==> src/rtl/acc_pkg.sv <==
// acc_pkg: opcodes, sequencer state encoding and defaults shared by the accumulator datapath
package acc_pkg;
    localparam logic [3:0] OP_BT   = 4'd7;
    localparam logic [3:0] OP_BF   = 4'd8;
    localparam logic [3:0] OP_HALT = 4'd15;
    localparam int DEF_MEM_TIMEOUT = 15;
    typedef enum logic [2:0] {IDLE, FETCH, EXEC, MEM, HALTED, ERR} seq_state_t;
    function automatic logic branchTaken(input logic [3:0] op, input logic cond);
        return (op == OP_BT && cond) || (op == OP_BF && !cond);
    endfunction
endpackage

==> src/rtl/seq_mem_timer.sv <==
// seq_mem_timer: counts MEM cycles without an ack; expired flags the cycle that would reach TIMEOUT
module seq_mem_timer #(
    parameter int TIMEOUT = 15
) (
    input  logic Clk,
    input  logic Reset,
    input  logic load,
    input  logic inc,
    output logic expired
);
    localparam int W = $clog2(TIMEOUT + 1);
    logic [W-1:0] count;
    always_ff @(posedge Clk or negedge Reset)
        if (!Reset) count <= '0;
        else if (load) count <= '0;
        else if (inc) count <= count + W'(1);
    assign expired = count == W'(TIMEOUT - 1);
endmodule

==> src/rtl/acc_sequencer.sv <==
// acc_sequencer: fetch/execute sequencer with memory handshake timeout, lookup branches, halt/restart.
// Define SEQ_PERF_EN to build the saturating instruction/cycle performance counters.
module acc_sequencer
    import acc_pkg::*;
#(
    parameter int MEM_TIMEOUT = DEF_MEM_TIMEOUT,
    parameter int CNT_W = 16
) (
    input  logic Clk,
    input  logic Reset,
    input  logic Start,
    input  logic [3:0] OP,
    input  logic TypeBit,
    input  logic AWrite,
    input  logic RWrite,
    input  logic ReadMem,
    input  logic WriteMem,
    input  logic LookUp,
    input  logic Halt,
    input  logic Cond,
    input  logic MemAck,
    output logic IRLoad,
    output logic PCInc,
    output logic PCBranch,
    output logic PCClear,
    output logic MemReq,
    output logic MemWe,
    output logic AccWE,
    output logic RegWE,
    output logic Busy,
    output logic Done,
    output logic MemErr,
    output logic [CNT_W-1:0] InstrCount,
    output logic [CNT_W-1:0] CycleCount
);
    seq_state_t state, nextState;
    logic memWeQ, timerLoad, timerInc, expired;

    seq_mem_timer #(.TIMEOUT(MEM_TIMEOUT)) timer (
        .Clk(Clk), .Reset(Reset), .load(timerLoad), .inc(timerInc), .expired(expired)
    );

    always_comb begin
        nextState = state;
        {IRLoad, PCInc, PCBranch, PCClear, MemReq, MemWe, AccWE, RegWE, Done, MemErr} = '0;
        {timerLoad, timerInc} = '0;
        case (state)
            IDLE: if (Start) begin
                PCClear = 1'b1;
                nextState = FETCH;
            end
            FETCH: begin
                IRLoad = 1'b1;
                nextState = EXEC;
            end
            EXEC:
                if (Halt && TypeBit) nextState = HALTED;
                else if (ReadMem || WriteMem) begin
                    timerLoad = 1'b1;
                    nextState = MEM;
                end else if (LookUp) begin
                    PCBranch = branchTaken(OP, Cond);
                    PCInc = !PCBranch;
                    nextState = FETCH;
                end else begin
                    AccWE = AWrite;
                    RegWE = RWrite;
                    PCInc = 1'b1;
                    nextState = FETCH;
                end
            MEM: begin
                MemReq = 1'b1;
                MemWe = memWeQ;
                // an ack in the expiring cycle still completes the access
                if (MemAck) begin
                    AccWE = !memWeQ;
                    PCInc = 1'b1;
                    nextState = FETCH;
                end else if (expired) nextState = ERR;
                else timerInc = 1'b1;
            end
            HALTED, ERR: begin
                Done = 1'b1;
                MemErr = state == ERR;
                if (Start) begin
                    PCClear = 1'b1;
                    nextState = FETCH;
                end
            end
            default: nextState = IDLE;
        endcase
    end

    assign Busy = state == FETCH || state == EXEC || state == MEM;

    always_ff @(posedge Clk or negedge Reset)
        if (!Reset) begin
            state <= IDLE;
            memWeQ <= 1'b0;
        end else begin
            state <= nextState;
            if (timerLoad) memWeQ <= WriteMem;
        end

`ifdef SEQ_PERF_EN
    logic [CNT_W-1:0] instrCnt, cycleCnt;
    always_ff @(posedge Clk or negedge Reset)
        if (!Reset) begin
            instrCnt <= '0;
            cycleCnt <= '0;
        end else if (PCClear) begin
            instrCnt <= '0;
            cycleCnt <= '0;
        end else begin
            if ((PCInc || PCBranch) && instrCnt != '1) instrCnt <= instrCnt + CNT_W'(1);
            if (Busy && cycleCnt != '1) cycleCnt <= cycleCnt + CNT_W'(1);
        end
    assign InstrCount = instrCnt;
    assign CycleCount = cycleCnt;
`else
    assign InstrCount = '0;
    assign CycleCount = '0;
`endif
endmodule

==> config.mk <==
export PLATFORM = sky130hd
export DESIGN_NAME = acc_sequencer
export DESIGN_NICKNAME = d
export VERILOG_FILES = /design/src/rtl/acc_pkg.sv /design/src/rtl/seq_mem_timer.sv /design/src/rtl/acc_sequencer.sv
export SDC_FILE = /design/constraint.sdc
export NUM_CORES = 1
export LEC_CHECK = 0
export CAP_MARGIN = 20
export CORE_UTILIZATION = 38
export CTS_CLUSTER_DIAMETER = 30
export DETAILED_ROUTE_END_ITERATION = 10
export GPL_TIMING_DRIVEN = 0
export PLACE_DENSITY = 0.9
export SLEW_MARGIN = 20
export SYNTH_ARGS = -nofsm -noshare
export SYNTH_HDL_FRONTEND = slang
export SYNTH_HIERARCHICAL = 1
export SYNTH_SLANG_ARGS = --single-unit
export TNS_END_PERCENT = 1
==> constraint.sdc <==
create_clock -name Clk -period 3.5 [get_ports Clk]
set_clock_uncertainty 0.2 [all_clocks]
set_input_delay 0.875 -clock Clk [delete_from_list [all_inputs] [get_ports Clk]]
set_output_delay 0.875 -clock Clk [all_outputs]
set_load 0.01 [all_outputs]
## Yosys cells after proc, flatten, opt, wreduce, memory -nomap -nowiden

Index checks and enable logic that the tools add are counted.

- Flip-flop bits (word level): 8
- Input port bits: 16
- Output and inout port bits: 43
- Logic and storage cells: 68

- $add $sub $neg: 1
- Equal/unequal tests: 10
- Muxes and demuxes: 39
- Reduce and logical (&&, ||, !) cells: 15

Operators with widths:

| cell | count |
|---|---|
| 2-to-1 mux 1 bit | 29 |
| 2-to-1 mux 3 bit | 4 |
| case mux 3 bit (4 select lines) | 1 |
| equality test 4 bit, second input constant | 2 |
| 2-to-1 mux 4 bit | 2 |
| equality test 3 x 2 -> 1 bit, second input constant | 2 |
| equality test 3 bit, second input constant | 2 |
| adder 4 x 1 -> 4 bit, second input constant | 1 |
| equality test 4 x 3 -> 1 bit, second input constant | 1 |
| logical OR 1 bit | 4 |
| case mux 1 bit (2 select lines) | 2 |
| equality test 3 x 1 -> 1 bit, second input constant | 1 |
| logical AND 1 bit | 3 |
| logical NOT 1 bit | 3 |
| logical NOT 3 bit | 1 |
| != test 3 bit, second input constant | 1 |
| OR reduction 3 bit | 1 |
| 2-to-1 mux 2 bit | 1 |
| != test 2 x 1 -> 1 bit, second input constant | 1 |
| AND reduction 2 bit | 1 |
| nonzero test 2 bit | 1 |
| OR reduction 2 bit | 1 |

## Logic depth before layout (Yosys ltp)

- Depth in word-level cells: 8
- Gate-level depth with buffers: 6
- Gate-level depth less buffers: 6

## Modules after synthesis

The synthesis kept the hierarchy.

Modules (own cells, without submodules):

| module | times used | cells an instance | area each (sq um) | sequential area each (sq um) |
|---|---|---|---|---|
| acc_sequencer | 1 | 78 | 631.9 | 100.1 |
| seq_mem_timer | 1 | 20 | 220.2 | 100.1 |

## Worst setup path after synthesis

No wires, ideal clock.

- Path kind: input -> output
- From: input port WriteMem
- To: output port PCInc
- Arrival: 1.482 ns
- Data required time: 2.425 ns
- Setup slack: 0.943 ns
- Stages on the path: 3
- Buffers on the path: 0
- Cells stage by stage: nor2_1 -> nand3_2 -> o21ai_0

- Cells in the longest elaborated chain, start to end: 4

Ends and longest elaborated chain:

| element | RTL line | text |
|---|---|---|
| start: declaration | acc_sequencer.sv:17 | `input logic WriteMem,` |
| logical OR 1 bit | acc_sequencer.sv:58 | `else if (ReadMem \|\| WriteMem) begin` |
| 2-to-1 mux 1 bit | acc_sequencer.sv:58 |  |
| 2-to-1 mux 1 bit | acc_sequencer.sv:57 | `if (Halt && TypeBit) nextState = HALTED;` |
| case mux 1 bit (2 select lines) | acc_sequencer.sv:47 | `case (state)` |
| end: declaration | acc_sequencer.sv:23 | `output logic PCInc,` |

No other way between the ends.

## Final worst setup path

- From: input port Start
- To: output port PCClear

- Cells in the longest elaborated chain, start to end: 2

Ends and longest elaborated chain:

| element | RTL line | text |
|---|---|---|
| start: declaration | acc_sequencer.sv:11 | `input logic Start,` |
| 2-to-1 mux 1 bit | acc_sequencer.sv:48, acc_sequencer.sv:85 |  |
| 2-to-1 mux 1 bit | - |  |
| end: declaration | acc_sequencer.sv:25 | `output logic PCClear,` |

No other way between the ends.

==> impl_metrics.tcl <==
set metrics [dict create \
    status "complete, no violations" \
    core.rowCount 16 \
    vias 770 \
    postSynthCellCount 98 \
    timing_worst_setup_path_type "in -> out" \
    p_int_mw 0.365 \
    synth_commonest_cells "buf_4, dfrtp_1, nor2_1" \
    synth_edf_count 0 \
    synth_ff_type "dfrtp_1" \
    clock_sinks 8 \
    synth-seq-cells 8 \
    post-route-min-period_ns 3.22 \
    path_clk_slew_ns 0.05 \
    yosysTopAreaCell "buf_4" \
    wire_per_inst_um 9.64 \
    hold_class "reg -> reg" \
    grt_start_max_net_pins 11 \
    cap_violations 0 \
    combPwrFrac_pct 60.3 \
    drive_above_1_share_pct 29.1 \
    power_density_mw_per_mm2 457 \
    fmax_ghz 0.310 \
    ys_types 35 \
    swShare_pct 38.5 \
    hold_depth 1 \
    yosys-top-cells-area "buf_4, dfrtp_1, nor2_1" \
    nNetsFinal 178 \
    drt_pass1_iterations 4 \
    r2r-start "state[0]" \
    min_from "memWeQ" \
    antenna_cells 0 \
    cp-end-kind "output port" \
    hold_end "memWeQ" \
    initial_core_util_pct 41.7 \
    cts_buffers 3 \
    ys_seq_area_share_pct 23.5 \
    post-route-util_pct 63.5 \
    path_max_fanout 2 \
    clkPwrFrac_pct 11.3 \
    totalWireLength_um 1780 \
    final-max-slew-violation-count 0 \
    seqPwrFrac_pct 28.5 \
    drtIter0Drc 10 \
    yosysWarningCount 6 \
    overflow 0 \
    grt_pass1_vias 656 \
    synth_top_area_share_pct 28.2 \
    ir_drop_uv 316 \
    viasPerCell 4.16 \
    cp.required_ns 2.42 \
    dp_hpwl_um 1490 \
    cts_tree "yes" \
    clockBufferDepth 2 \
    synthToLayoutAreaGrowth_pct 52.3 \
    place.gp.congestion 0.805 \
    grt_pass1_wl_um 2770 \
    ant_nets 0 \
    p_total_mw 0.593 \
    critPathLaunchType "input port" \
    clk_latency_ns 0.24 \
    synth.avg_cell_area_um2 8.69 \
    cts_hold_buf 0 \
    clockRootBuffer "clkbuf_4" \
    die_h_um 49.4 \
    die-area_mm2 0.00244 \
    grt_antenna_before_repair 0 \
    power.leakage_nw 0.722 \
    die_w_um 49.4 \
    synth_most_common_cell "buf_4" \
    rsz0062_at_grt "no" \
    syn_area_um2 852 \
    grt_usage_pct 14.8 \
    fin_crit_sh_pct 92.1 \
    r2r_cells 5 \
    drc 0 \
    r2r_end "timer/count[3]" \
    rrSetupSlack_ns 1.45 \
    setup_violations 0 \
    core-area_mm2 0.00204 \
    portBuffers 26 \
    finalHoldViolCount 0 \
    h-tree-depth 1 \
    power_switching_mw 0.229 \
    async_reset_ff_share_pct 100 \
    arrival_ns 2.15 \
    io_pins 59 \
    fin_setup_tns_ns 0 \
]
-- cell usage in the layout (no fill, tap or decap), types with 2 or more instances in the layout --
cell type,instances
nor3b_2,2
o21ai_0,3
dlygate4sd2_1,2
nand2_1,3
buf_4,32
clkbuf_4,3
dlymetal6s2s_1,3
and3_1,2
nand3b_1,2
inv_1,4
clkdlybuf4s50_1,21
a21oi_1,3
conb_1,32
nor2b_1,2
dfrtp_1,8
ha_1,2
nor2_1,7
and2_1,3
nand3_1,2
-- area by class of cell --
cell class | instances | area, um^2
plain buffers | 33 | 251
clock buffers | 3 | 22.5
fillers | 166 | 744
inverters | 4 | 15.0
multi-input cells | 84 | 509
flip-flops and latches | 8 | 200
well taps | 27 | 33.8
repair buffers | 26 | 265
-- state kept, by name (all words and copies together), names as in the netlist --
signal       count
timer/count      4
state            3
memWeQ           1
-- cells by family (layout without fill, tap and decap cells) --
logic type | count (synthesis) | in the layout | share of synthesized area (%)
AOI/OAI and AO/OA | 13 | 13 | 11.5
xor gates and xnor gates | 1 | 1 | 1.03
adders and majority gates | 2 | 2 | 2.94
buffers and inverters | 37 | 66 | 31.3
DFF | 8 | 8 | 23.5
muxes | 1 | 1 | 1.76
other | 1 | 32 | 0.440
and+or+nand+nor | 35 | 35 | 27.6
-- per-stage QoR --
step	area [um^2]	setup WS, ns	hold WS (ns)	instances
3_5_place_dp	1260	-0.0741	0.334	182
3_3_place_gp	1260	-0.0501	0.323	182
2_1_floorplan	968	0.943	0.298	129
6_report	1300	0.276	0.342	185
4_1_cts	1280	0.0125	0.345	185
5_1_grt	1300	0.198	0.372	185
-- repair_timing --
item | 4_1_cts | 5_1_grt
resized for setup | 3 | 5
endpoints found under the setup margin | 2 | 3
buffers inserted | 0 | 0
cloned | 0 | 0
pin swaps | 1 | 2
hold endpoints to repair | 0 | 0
-- power groups by stage --
stage               registers, mW  logic, mW  clock network [mW]
floorplan                   0.162      0.234                   0
global placement            0.166      0.342                   0
detailed placement          0.170      0.358                   0
CTS                         0.168      0.358              0.0700
global route                0.173      0.391              0.0774
finish                      0.169      0.358              0.0668
-- metal layers --
metal	track usage (%)	vias up	share of wire [%]
met4	7.35	0	0.73
met3	4.36	2	12
met5	0	-	0
li1	-	388	-
met2	25.3	48	48
met1	16.4	332	39
-- how the worst max path moves through the flow --
stage	from	end	slack [ns]
6_report	Start	PCClear	0.28
5_1_grt	Start	PCClear	0.20
4_1_cts	OP[1]	PCBranch	0.01
3_5_place_dp	LookUp	PCBranch	-0.07
3_3_place_gp	LookUp	PCBranch	-0.05
2_1_floorplan	WriteMem	PCInc	0.94
-- critical path: stages --
cell and delay [ns]:
clkdlybuf4s50_1 0.48, inv_1 0.06, nor3_1 0.17, clkdlybuf4s50_1 0.56
Power figures use the tool's default switching activity.
